[src/rtl/pipe_stage_skid.sv]
// pipe_stage_skid
// Valid/ready pipeline stage with an optional two-entry skid buffer,
// a flush input, and saturating statistics counters.
//
// Parameters
//   DATA_W  payload width in bits (>= 1)
//   SKID_EN 1: in_ready comes straight from a flop and a skid register
//              absorbs the extra beat that arrives in that cycle
//           0: one register, and in_ready = !out_valid || out_ready
//   CNT_W   statistics counter width (>= 2)
//
// Ports
//   clk        sole clock, rising edge
//   rst        asynchronous active-high reset
//   flush      discards every held entry; takes priority over all else
//   in_valid   upstream payload valid
//   in_ready   stage can accept a payload this cycle
//   in_data    upstream payload
//   out_valid  downstream payload valid
//   out_ready  downstream accepts a payload this cycle
//   out_data   downstream payload
//   stall_cnt  cycles with out_valid=1 and out_ready=0, saturating
//   flush_cnt  flush cycles that discarded a valid entry, saturating
module pipe_stage_skid #(
  parameter int unsigned DATA_W  = 256,
  parameter int unsigned SKID_EN = 1,
  parameter int unsigned CNT_W   = 16
) (
  input  logic              clk,
  input  logic              rst,
  input  logic              flush,
  input  logic              in_valid,
  output logic              in_ready,
  input  logic [DATA_W-1:0] in_data,
  output logic              out_valid,
  input  logic              out_ready,
  output logic [DATA_W-1:0] out_data,
  output logic [CNT_W-1:0]  stall_cnt,
  output logic [CNT_W-1:0]  flush_cnt
);

  typedef enum logic [1:0] {
    EMPTY = 2'd0,
    MAIN  = 2'd1,
    FULL  = 2'd2
  } state_t;

  logic accept;
  logic out_xfer;

  // A flush swallows any upstream beat offered in the same cycle.
  assign accept   = in_valid && in_ready && !flush;
  assign out_xfer = out_valid && out_ready;

  generate
    if (SKID_EN != 0) begin : g_skid
      state_t            state;
      logic              ready_q;
      logic [DATA_W-1:0] skid_data;

      // ready_q is registered, so the stage must keep room for the one
      // beat that can still arrive after it decides to drop ready:
      // that beat lands in skid_data.
      always_ff @(posedge clk or posedge rst) begin
        if (rst) begin
          state     <= EMPTY;
          ready_q   <= 1'b1;
          out_valid <= 1'b0;
          out_data  <= '0;
          skid_data <= '0;
        end else if (flush) begin
          state     <= EMPTY;
          ready_q   <= 1'b1;
          out_valid <= 1'b0;
          out_data  <= '0;
          skid_data <= '0;
        end else begin
          case (state)
            EMPTY: begin
              if (accept) begin
                state     <= MAIN;
                out_valid <= 1'b1;
                out_data  <= in_data;
              end
            end
            MAIN: begin
              if (accept && !out_xfer) begin
                state     <= FULL;
                skid_data <= in_data;
                ready_q   <= 1'b0;
              end else if (out_xfer && !accept) begin
                state     <= EMPTY;
                out_valid <= 1'b0;
              end else if (accept && out_xfer) begin
                out_data  <= in_data;
              end
            end
            FULL: begin
              if (out_xfer) begin
                state    <= MAIN;
                out_data <= skid_data;
                ready_q  <= 1'b1;
              end
            end
            default: begin
              state     <= EMPTY;
              ready_q   <= 1'b1;
              out_valid <= 1'b0;
            end
          endcase
        end
      end

      assign in_ready = ready_q;
    end else begin : g_single
      assign in_ready = !out_valid || out_ready;

      // Single holding register; in_ready already accounts for the
      // downstream draining it in the same cycle.
      always_ff @(posedge clk or posedge rst) begin
        if (rst) begin
          out_valid <= 1'b0;
          out_data  <= '0;
        end else if (flush) begin
          out_valid <= 1'b0;
          out_data  <= '0;
        end else if (accept) begin
          out_valid <= 1'b1;
          out_data  <= in_data;
        end else if (out_xfer) begin
          out_valid <= 1'b0;
        end
      end
    end
  endgenerate

  // The out register is always occupied whenever any entry is held,
  // so out_valid alone tells whether a flush discards something.
  always_ff @(posedge clk or posedge rst) begin
    if (rst) begin
      stall_cnt <= '0;
      flush_cnt <= '0;
    end else begin
      if (out_valid && !out_ready && (stall_cnt != '1)) begin
        stall_cnt <= stall_cnt + CNT_W'(1);
      end
      if (flush && out_valid && (flush_cnt != '1)) begin
        flush_cnt <= flush_cnt + CNT_W'(1);
      end
    end
  end

endmodule
[config.mk]
export PLATFORM = sky130hd
export DESIGN_NAME = pipe_stage_skid
export DESIGN_NICKNAME = d
export VERILOG_FILES = /design/src/rtl/pipe_stage_skid.sv
export SDC_FILE = /design/constraint.sdc
export NUM_CORES = 1
export LEC_CHECK = 0
export CAP_MARGIN = 15
export CORE_ASPECT_RATIO = 1.1
export CORE_UTILIZATION = 51
export DETAILED_ROUTE_END_ITERATION = 7
export PLACE_DENSITY = 0.93
export SLEW_MARGIN = 20
export SYNTH_ARGS = -nofsm -noshare
export SYNTH_HDL_FRONTEND = slang
export SYNTH_SLANG_ARGS = --single-unit
export TNS_END_PERCENT = 5
[constraint.sdc]
create_clock -name clk -period 22.4 [get_ports clk]
set_input_delay 3.36 -clock clk [delete_from_list [all_inputs] [get_ports clk]]
set_output_delay 3.36 -clock clk [all_outputs]
set_load 0.02 [all_outputs]
==> out/results.ini <==
[outcome]
status=complete, no violations

[setup_path]
arrival_ps=7520
worstPathBufferInverterCount=4
critPathRequiredTime_ps=22880
cp-start-kind=primary input
path_max_fanout=122
crit_chain=clkdlybuf4s50_1 > nand4_1 > a2111oi_4 > buf_4 > buf_4 > buf_6 > nor2_1 > a211oi_1
slowest_stage=buf_4
critical_path.top_delay_family=buffers and inverters
crit_type=primary input to flip-flop
cpPeakStageDelay_ps=940
cp-end-kind=flip-flop
cpMostUsedCell=buf_4

[drt]
vias=20616
drt-pass1-iter-count=6
drt_iter0_drc=1896
drc=0
ant_nets=0
routedWlPerCell_um=20.31
drt-total-wl_mm=71.38
vias_per_cell=5.865

[cts]
hold_buffers=0
cts_resized=0
cts_made_buffers=56
postCtsSetupBuffers=0
cts_tree=yes
cts_max_level=2
clockBufferDepth=3
clk_pin_slew_ps=60
cts_sinks=548
worstSkewPairLatency_ps=590
root_buffer=clkbuf_16

[yosys]
synth_cell_type_count=35
syn_area_mm2=0.02412
synth_edf_count=0
yosys_warnings=0
ys_seq_elements=548
avgSynthCellArea_um2=9.918
synth_seq_area_share_pct=56.86
ys.flop_type=dfrtp_1
netlist_instances=2432
async_reset_ff_share_pct=100.0
synth_nets=2699

[floorplanning]
start_util_pct=51.73
rows=83
die_w_um=209.4
die-area_mm2=0.04817
ios=551
core_mm2=0.04663
fp.dieH_um=230.1

[timing]
rsz0062_at_grt=false
relSlewSlack_pct=23.66
worst_slew_pin_slew_ps=1145
max_freq_mhz=142.1
min_period_ps=7037
tns_ps=0
hold_violations=0
finClkSkew_ps=15.77
slew_violations=0
final.period_utilization_pct=31.42
setup_violations=0

[grt]
antenna_found_initial=10
grt_usage_pct=29.08
grt_pass1_wl_mm=112.1
use_met1_pct=34.75
grt_max_degree=128
grt_pass1_vias=21020
grt_util_met3_pct=7.075
busiest_layer=met2
gr-usage-met2_pct=48.07
grt-ovfl-total=0

[placed_design]
post-dp-hpwl_mm=45.76
place_congestion=0.8852
portBuffers=550

[power_and_ir_drop]
power.total_uw=3616
total_leakage_power_uw=0.01285
powerDensity_mw_per_mm2=114.0
ir_drop_v=0.00008807

[flow_run]
max-cap-violations=0

[finish]
n_fill_cell=3150
final_nets=3134
final_util_pct=68.00
syn_to_final_growth_pct=31.46
drive_above_1_share_pct=4.431

[hold_path]
hold_class=flip-flop to flip-flop

[per-stage QoR]
stage,worst slack [ps],hold slack (ps),cells,cell area [um^2]
CTS,15290,513.1,3504,31620
detailed placement,14680,501.4,3402,29810
global route,15120,538.9,3515,31710
finish,15360,519.1,3515,31710
floorplan,3721,501.0,2432,24120
global placement,14950,486.6,3402,29810
[report_power, final]
part / total (uW) / switching [uW] / leakage [uW] / internal (uW)
Clock: 916 / 386 / 0.000898 / 531
Combinational: 1340 / 792 / 0.00458 / 551
Sequential: 1360 / 152 / 0.00737 / 1200
[cells in the mapped netlist (all sizes together), types with 10 or more instances]
cell	number	area [um^2]
a21oi	260	1301
nor3	13	65.06
a211oi	256	1922
nand2	528	1982
buf	43	195.2
dfrtp	547	13690
mux2i	256	2562
nor2	267	1002
nand4	10	62.56
clkbuf	159	596.8
nand3	11	55.05
xor2	23	201.4
[flip-flops by register name (all words and copies together) (netlist names)]
register and flops:
flush_cnt 16, g_skid.skid_data 256, g_skid.state 2, in_ready 1, out_data 256, out_valid 1, stall_cnt 16
[tightest hold or removal path: cells and delay by family (launching register included)]
kind            cells  cell delay (ps)
compound gates      1               50
flops               1              370
simple gates        1               50
[logic make-up (layout without fill, tap and decap cells)]
logic type	after synthesis	after routing	share of synthesized area [%]
multiplexers	258	258	10.72
adder cells (fa/ha/maj)	6	6	0.3112
XOR/XNOR	27	27	0.9804
buffers and inverters	206	685	3.346
flip-flops	548	548	56.86
AO/OA/AOI/OAI	529	529	13.81
other	0	9	0
AND/OR/NAND/NOR	858	858	13.98
[final cells by class]
| class | count | area, um^2 | share of cell area, % |
|---|---|---|---|
| sequential | 548 | 13710 | 43.25 |
| multi-input combinational | 1678 | 9613 | 30.32 |
| timing repair buffer | 579 | 5779 | 18.23 |
| clock buffer | 87 | 1699 | 5.359 |
| tap | 595 | 744.5 | 2.348 |
| clock inverter | 15 | 111.4 | 0.3512 |
| inverter | 4 | 22.52 | 0.07103 |
| antenna | 9 | 22.52 | 0.07103 |
[cells in the final DEF, fill, tap and decap left out, drive strengths merged, types with 4 or more instances in the layout]
cell type and instances:
dfrtp 547, o21ai 5, nand4 10, inv 5, ha 6, diode 9
xor2 23, mux2i 256, buf 30, nor4 8, xnor2 4, a21oi 260
clkinv 11, and4 5, nor2 267, nor3 13, nand2 528, clkdlybuf4s50 549
or2 4, clkbuf 87, nand3 11, a211oi 256
[routing by layer]
| layer | part of all wire (%) | up-vias |
|---|---|---|
| li1 | - | 9265 |
| met1 | 37 | 10142 |
| met2 | 49 | 942 |
| met3 | 8.0 | 265 |
| met4 | 6.1 | 2 |
| met5 | 0.018 | - |
[worst paths after layout]
path                       depth (start not counted)  slack [ps]                             start                                to
max                                                8       15360                          in_valid          out_data[49]$_DFFE_PP0P_
min                                                2         520  g_skid.skid_data[97]$_DFFE_PP0P_  g_skid.skid_data[97]$_DFFE_PP0P_
max reg2reg                                        9       17860       g_skid.state[0]$_DFFE_PP0P_          out_data[49]$_DFFE_PP0P_
min reg2reg                                        2         520  g_skid.skid_data[97]$_DFFE_PP0P_  g_skid.skid_data[97]$_DFFE_PP0P_
max in group asynchronous                          6       16330                               rst  g_skid.skid_data[10]$_DFFE_PP0P_
min in group asynchronous                          2        3330                               rst         stall_cnt[14]$_DFFE_PP0P_
Note: power is estimated with default switching activity, not from simulation.
